--- src/rtl/hazard_bypass_ctrl_pkg.sv ---
// Shared types for the hazard/bypass controller.
// Select encodings, register width and shadow stage entry.
package hazard_pkg;

    localparam int REG_AW = 5;

    localparam logic [1:0] SEL_NONE = 2'b00;
    localparam logic [1:0] SEL_MX   = 2'b01;
    localparam logic [1:0] SEL_WX   = 2'b10;

    typedef logic [REG_AW-1:0] reg_addr_t;

    typedef struct packed {
        logic      valid;
        reg_addr_t rd;
        logic      we;
        logic      is_load;
    } stage_entry_t;

    // x0 is hardwired, so it never produces a hazard
    function automatic logic src_match(
        input stage_entry_t s,
        input reg_addr_t    r
    );
        return s.valid && s.we && (s.rd != '0) && (s.rd == r);
    endfunction

endpackage

--- src/rtl/hazard_bypass_ctrl_if.sv ---
// Decode/control bundle between the pipeline and the hazard controller.
// master drives decode and control inputs, slave returns selects and stalls.
interface hazard_bypass_ctrl_if;
    import hazard_pkg::*;

    logic       d_valid;
    reg_addr_t  d_rs1;
    reg_addr_t  d_rs2;
    logic       d_uses_rs1;
    logic       d_uses_rs2;
    reg_addr_t  d_rd;
    logic       d_reg_we;
    logic       d_is_load;
    logic       x_branch_taken;
    logic       mem_busy;
    logic [1:0] bypass_sel_rs1;
    logic [1:0] bypass_sel_rs2;
    logic       m_write_enable;
    logic       w_write_enable;
    logic       stall_fd;
    logic       bubble_x;
    logic       flush_fd;

    modport master (
        output d_valid, d_rs1, d_rs2, d_uses_rs1, d_uses_rs2,
        output d_rd, d_reg_we, d_is_load, x_branch_taken, mem_busy,
        input  bypass_sel_rs1, bypass_sel_rs2,
        input  m_write_enable, w_write_enable,
        input  stall_fd, bubble_x, flush_fd
    );

    modport slave (
        input  d_valid, d_rs1, d_rs2, d_uses_rs1, d_uses_rs2,
        input  d_rd, d_reg_we, d_is_load, x_branch_taken, mem_busy,
        output bypass_sel_rs1, bypass_sel_rs2,
        output m_write_enable, w_write_enable,
        output stall_fd, bubble_x, flush_fd
    );

endinterface

--- src/rtl/hazard_src_match.sv ---
// Per-operand RAW resolver against the X and M shadow entries.
// Younger X producer beats M; a load in X flags load-use instead.
module hazard_src_match
    import hazard_pkg::*;
(
    input  stage_entry_t x_ent,
    input  stage_entry_t m_ent,
    input  reg_addr_t    r,
    input  logic         uses_r,
    output logic [1:0]   sel,
    output logic         lu_hit
);

    logic hit_x;
    logic hit_m;

    assign hit_x  = uses_r && src_match(x_ent, r);
    assign hit_m  = uses_r && src_match(m_ent, r);
    assign lu_hit = hit_x && x_ent.is_load;

    // priority select: MX from X, else WX from M
    always_comb begin
        sel = SEL_NONE;
        if (hit_x && !x_ent.is_load) begin
            sel = SEL_MX;
        end else if (hit_m) begin
            sel = SEL_WX;
        end
    end

endmodule

--- src/rtl/hazard_bypass_ctrl.sv ---
// Forwarding and hazard controller with X/M/W destination shadows.
// Registers bypass selects for the instruction entering X.
module hazard_bypass_ctrl
    import hazard_pkg::*;
(
    input logic                 clk,
    input logic                 rst_n,
    hazard_bypass_ctrl_if.slave bus
);

    stage_entry_t x_q;
    stage_entry_t m_q;
    stage_entry_t w_q;
    logic [1:0]   sel1_q;
    logic [1:0]   sel2_q;

    logic [1:0]   sel1_nx;
    logic [1:0]   sel2_nx;
    logic         lu1;
    logic         lu2;
    logic         lu;
    stage_entry_t d_ent;

    hazard_src_match u_rs1 (
        .x_ent  (x_q),
        .m_ent  (m_q),
        .r      (bus.d_rs1),
        .uses_r (bus.d_uses_rs1),
        .sel    (sel1_nx),
        .lu_hit (lu1)
    );

    hazard_src_match u_rs2 (
        .x_ent  (x_q),
        .m_ent  (m_q),
        .r      (bus.d_rs2),
        .uses_r (bus.d_uses_rs2),
        .sel    (sel2_nx),
        .lu_hit (lu2)
    );

    assign lu = bus.d_valid && (lu1 || lu2);

    assign d_ent.valid   = bus.d_valid;
    assign d_ent.rd      = bus.d_rd;
    assign d_ent.we      = bus.d_reg_we && bus.d_valid;
    assign d_ent.is_load = bus.d_is_load && bus.d_valid;

    assign bus.bypass_sel_rs1 = sel1_q;
    assign bus.bypass_sel_rs2 = sel2_q;
    assign bus.m_write_enable = m_q.valid && m_q.we;
    assign bus.w_write_enable = w_q.valid && w_q.we;
    assign bus.stall_fd = bus.mem_busy || (lu && !bus.x_branch_taken);
    assign bus.flush_fd = bus.x_branch_taken && !bus.mem_busy;
    assign bus.bubble_x = !bus.mem_busy && (bus.x_branch_taken || lu);

    // shadow pipe advance; freeze on mem_busy, bubble on flush or load-use
    always_ff @(posedge clk or negedge rst_n) begin
        if (!rst_n) begin
            x_q    <= '0;
            m_q    <= '0;
            w_q    <= '0;
            sel1_q <= SEL_NONE;
            sel2_q <= SEL_NONE;
        end else if (!bus.mem_busy) begin
            w_q <= m_q;
            m_q <= x_q;
            if (bus.x_branch_taken || lu) begin
                x_q    <= '0;
                sel1_q <= SEL_NONE;
                sel2_q <= SEL_NONE;
            end else begin
                x_q    <= d_ent;
                sel1_q <= bus.d_valid ? sel1_nx : SEL_NONE;
                sel2_q <= bus.d_valid ? sel2_nx : SEL_NONE;
            end
        end
    end

endmodule

--- src/flat_wrapper.sv ---
// flat-port wrapper written by rule: the top's interface ports become plain ports
module hazard_bypass_ctrl_flat import hazard_pkg::*;
  (clk, rst_n, bus_d_valid, bus_d_rs1, bus_d_rs2, bus_d_uses_rs1, bus_d_uses_rs2, bus_d_rd, bus_d_reg_we, bus_d_is_load, bus_x_branch_taken, bus_mem_busy, bus_bypass_sel_rs1, bus_bypass_sel_rs2, bus_m_write_enable, bus_w_write_enable, bus_stall_fd, bus_bubble_x, bus_flush_fd);
  hazard_bypass_ctrl_if bus_i ();
  input logic clk;
  input logic rst_n;
  input wire logic [$bits(bus_i.d_valid)-1:0] bus_d_valid;
  input wire logic [$bits(bus_i.d_rs1)-1:0] bus_d_rs1;
  input wire logic [$bits(bus_i.d_rs2)-1:0] bus_d_rs2;
  input wire logic [$bits(bus_i.d_uses_rs1)-1:0] bus_d_uses_rs1;
  input wire logic [$bits(bus_i.d_uses_rs2)-1:0] bus_d_uses_rs2;
  input wire logic [$bits(bus_i.d_rd)-1:0] bus_d_rd;
  input wire logic [$bits(bus_i.d_reg_we)-1:0] bus_d_reg_we;
  input wire logic [$bits(bus_i.d_is_load)-1:0] bus_d_is_load;
  input wire logic [$bits(bus_i.x_branch_taken)-1:0] bus_x_branch_taken;
  input wire logic [$bits(bus_i.mem_busy)-1:0] bus_mem_busy;
  output wire logic [$bits(bus_i.bypass_sel_rs1)-1:0] bus_bypass_sel_rs1;
  output wire logic [$bits(bus_i.bypass_sel_rs2)-1:0] bus_bypass_sel_rs2;
  output wire logic [$bits(bus_i.m_write_enable)-1:0] bus_m_write_enable;
  output wire logic [$bits(bus_i.w_write_enable)-1:0] bus_w_write_enable;
  output wire logic [$bits(bus_i.stall_fd)-1:0] bus_stall_fd;
  output wire logic [$bits(bus_i.bubble_x)-1:0] bus_bubble_x;
  output wire logic [$bits(bus_i.flush_fd)-1:0] bus_flush_fd;
  assign bus_i.d_valid = bus_d_valid;
  assign bus_i.d_rs1 = bus_d_rs1;
  assign bus_i.d_rs2 = bus_d_rs2;
  assign bus_i.d_uses_rs1 = bus_d_uses_rs1;
  assign bus_i.d_uses_rs2 = bus_d_uses_rs2;
  assign bus_i.d_rd = bus_d_rd;
  assign bus_i.d_reg_we = bus_d_reg_we;
  assign bus_i.d_is_load = bus_d_is_load;
  assign bus_i.x_branch_taken = bus_x_branch_taken;
  assign bus_i.mem_busy = bus_mem_busy;
  assign bus_bypass_sel_rs1 = bus_i.bypass_sel_rs1;
  assign bus_bypass_sel_rs2 = bus_i.bypass_sel_rs2;
  assign bus_m_write_enable = bus_i.m_write_enable;
  assign bus_w_write_enable = bus_i.w_write_enable;
  assign bus_stall_fd = bus_i.stall_fd;
  assign bus_bubble_x = bus_i.bubble_x;
  assign bus_flush_fd = bus_i.flush_fd;
  hazard_bypass_ctrl u_core (.clk(clk), .rst_n(rst_n), .bus(bus_i));
endmodule
--- config.mk ---
export PLATFORM = sky130hd
export DESIGN_NAME = hazard_bypass_ctrl_flat
export DESIGN_NICKNAME = d
export VERILOG_FILES = /design/src/rtl/hazard_bypass_ctrl_pkg.sv /design/src/rtl/hazard_bypass_ctrl_if.sv /design/src/rtl/hazard_src_match.sv /design/src/rtl/hazard_bypass_ctrl.sv /design/src/flat_wrapper.sv
export SDC_FILE = /design/constraint.sdc
export NUM_CORES = 1
export LEC_CHECK = 0
export BUFFER_PORTS_ARGS = -buffer_cell sky130_fd_sc_hd__buf_2
export CAP_MARGIN = 20
export CORE_ASPECT_RATIO = 2
export CORE_MARGIN = 1
export CORE_UTILIZATION = 40
export DETAILED_ROUTE_END_ITERATION = 16
export PLACE_DENSITY_LB_ADDON = 0.2
export SETUP_SLACK_MARGIN = 0.15
export SYNTH_ARGS = -nofsm -noshare
export SYNTH_HDL_FRONTEND = slang
export SYNTH_SLANG_ARGS = --single-unit
--- constraint.sdc ---
create_clock -name clk -period 2.3 [get_ports clk]
set_input_delay 0.23 -clock clk [delete_from_list [all_inputs] [get_ports clk]]
set_output_delay 0.23 -clock clk [all_outputs]
set_load 0.01 [all_outputs]
==> flow_summary.ini <==
[synth]
synth_seq_cells = 21
yosysTopAreaCell = dfrtp_1
synth_cells = 118
syn_area_sq_um = 1189
ys_types = 27
ys.warnings.count = 0
synth.avg_cell_area_sq_um = 10.07
yosys.area.top_type_share = 0.4421
yosys-top-cells-area = dfrtp_1 44%, xnor2_1 8.8%, mux2_2 7.6%
yosysSeqAreaShare = 0.4421
synth_nets = 142

[placement]
io_buffer_count = 32
place_congestion = 0.7009
dpl.hpwl_um = 2062

[sta]
tns_ns = 0
slew_violations = 0
setup_viol = 0
finalHoldViolCount = 0
fin_crit_ns = 2.005
slew_headroom = 0.6519
skew_ns = 0.001586
fmax_mhz = 498.8
tightest_slew_ns = 0.5222
rsz0062_at_grt = false
finalCritPeriodShare = 0.8717

[detailed_routing]
final_antenna_net_count = 0
via_per_inst = 5.379
wl_per_cell_um = 14.43
drc_errors = 0
wirelength_um = 2626
vias = 979
drtIter0Drc = 15
drt_pre_antenna_iters = 4

[setup_path]
worstPathMaxFanout = 6
worstSetupEndpointType = output pin
worst-setup-path-type = reg -> out
required_ns = 2.07
cp-start-kind = register
arrival_ns = 1.77

[global_route]
grt_antenna_before_repair = 0
grt_pass1_wl_um = 4236
grt_start_max_net_pins = 33
grt_usage = 0.1851
gr-total-overflow = 0
grt_pass1_vias = 999

[cells_and_area]
area_delta_synth_final_pct = 20.84
drive_gt1_frac = 0.3464
final_cell_mix = 32 x buf_2, 21 x dfrtp_1, 19 x nand2_1
antenna_cells = 0
finalNetCount = 178
layout_commonest_cell = buf_2

[power_and_ir_drop]
p_leak_nw = 0.6581
seqPwrFrac = 0.520
peakVddDrop_mv = 0.3517
switching_power_w = 0.0002350
clockPowerShare = 0.281
p_per_area_nw_per_um2 = 592.2
power.internal_w = 0.0006157
combPwrFrac = 0.198
power_w = 0.0008506
sw_frac_of_total = 0.2762

[outcome]
outcome = finished clean

[floorplanning]
die_area_sq_um = 3207
rows = 27
die_w_um = 40.55
start_util = 0.4291
die_h_um = 79.09
fp.coreArea_sq_um = 2770
ioPinCount = 33

[cts]
htreeDepth = 1
cts_tree = built
clk_latency_ns = 0.26
cts_resized = 0
clkTransAtPathRegs_ns = 0.07
cts_root_buf = clkbuf_8
cts_sinks = 21
clockBufferDepth = 2
cts_buffers = 3

[job]
drv_cap = 0

[hold_path]
hp-class = in -> reg
[sequential cells by signal, summed over array words and instances (netlist names)]
name	cells
u_core.x_q	8
u_core.m_q	7
u_core.bus.bypass_sel_rs1	2
u_core.bus.bypass_sel_rs2	2
u_core.w_q	2
[kinds of logic after synthesis]
logic type                Yosys count  synth area share
muxes                               8           0.07579
and+or+nand+nor                    41            0.1716
buffers and inverters               5           0.01579
AOI/OAI and AO/OA                  23            0.1474
DFF                                21            0.4421
xor gates and xnor gates           20            0.1474
[power by group through the flow]
stage | sequential (W) | clock [W] | combinational (W)
floorplan | 0.000438 | 0 | 0.000115
global placement | 0.000449 | 0 | 0.000167
detailed placement | 0.000451 | 0 | 0.000170
CTS | 0.000443 | 0.000246 | 0.000172
global route | 0.000448 | 0.000261 | 0.000189
finish | 0.000443 | 0.000239 | 0.000169
[layout make-up]
type	count	area, sq um
Clock buffer	4	45.04
Inverter	2	7.507
Tap cell	29	36.28
Timing Repair Buffer	34	177.7
Sequential cell	21	525.5
Multi-Input combinational cell	92	644.4
Fill cell	267	1334
[metal layers]
| metal | track usage | share of wire | wire [um] |
|---|---|---|---|
| met5 | 0 | 0 | 0 |
| met4 | 0.07000 | 0.0088 | 23 |
| met3 | 0.01955 | 0.042 | 109 |
| met2 | 0.3302 | 0.53 | 1402 |
| met1 | 0.2044 | 0.42 | 1091 |
[path summary, 6_finish.rpt]
| check | slack [ns] | cells past startpoint | startpoint | to |
|---|---|---|---|---|
| worst min register to register | 0.49 | 2 | u_core.bus.bypass_sel_rs1[0] | u_core.bus.bypass_sel_rs1[0] |
| max in group asynchronous | 1.51 | 2 | rst_n | u_core.x_q[6] |
| worst max-delay path | 0.30 | 6 | u_core.x_q[4] | bus_bubble_x |
| worst max register to register | 0.56 | 6 | u_core.x_q[4] | u_core.x_q[6] |
| worst min-delay path | 0.22 | 2 | bus_d_reg_we | u_core.x_q[1] |
| min in group asynchronous | 0.46 | 2 | rst_n | u_core.m_q[7] |
[metrics by stage]
stage / area (sq um) / hold slack (ns) / worst slack [ns] / instances / utilization
global route: 1436 / 0.2118 / 0.1741 / 182 / 0.5185
finish: 1436 / 0.2170 / 0.2951 / 182 / 0.5185
CTS: 1429 / 0.2140 / 0.1694 / 181 / 0.5158
detailed placement: 1374 / 0.2218 / 0.4627 / 176 / 0.4959
global placement: 1374 / 0.2079 / 0.5017 / 176 / 0.4959
floorplan: 1189 / -0.06559 / 0.7482 / 118 / -
[Yosys cell counts, drive strengths merged]
| master | instances |
|---|---|
| dfrtp | 21 |
| nor4 | 3 |
| nand3 | 4 |
| mux2 | 8 |
| nand4 | 2 |
| or4 | 1 |
| a31o | 5 |
| nand2b | 1 |
| xnor2 | 12 |
| buf | 1 |
| inv | 2 |
| nor2 | 6 |
| a32o | 3 |
| o21bai | 1 |
| o211ai | 1 |
| a22o | 3 |
| o21ai | 6 |
| o31ai | 1 |
| xor2 | 8 |
| and2 | 3 |
| clkbuf | 2 |
| nor3b | 1 |
| nor3 | 1 |
| nand2 | 19 |
| o22ai | 2 |
| a21oi | 1 |
[worst max-delay path, cell delays in order (launching register included)]
cell,delay (ns)
dfrtp_1,0.45
xnor2_1,0.20
nand4_1,0.17
o22ai_1,0.22
nand3_2,0.16
o22ai_1,0.16
buf_2,0.15
[repair_timing]
action	in CTS	in global routing
hold buffers	1	0
endpoints found under the hold margin	21	0
setup endpoints to repair	0	2
setup buffers	0	1
Note: power is estimated with default switching activity, not from simulation.
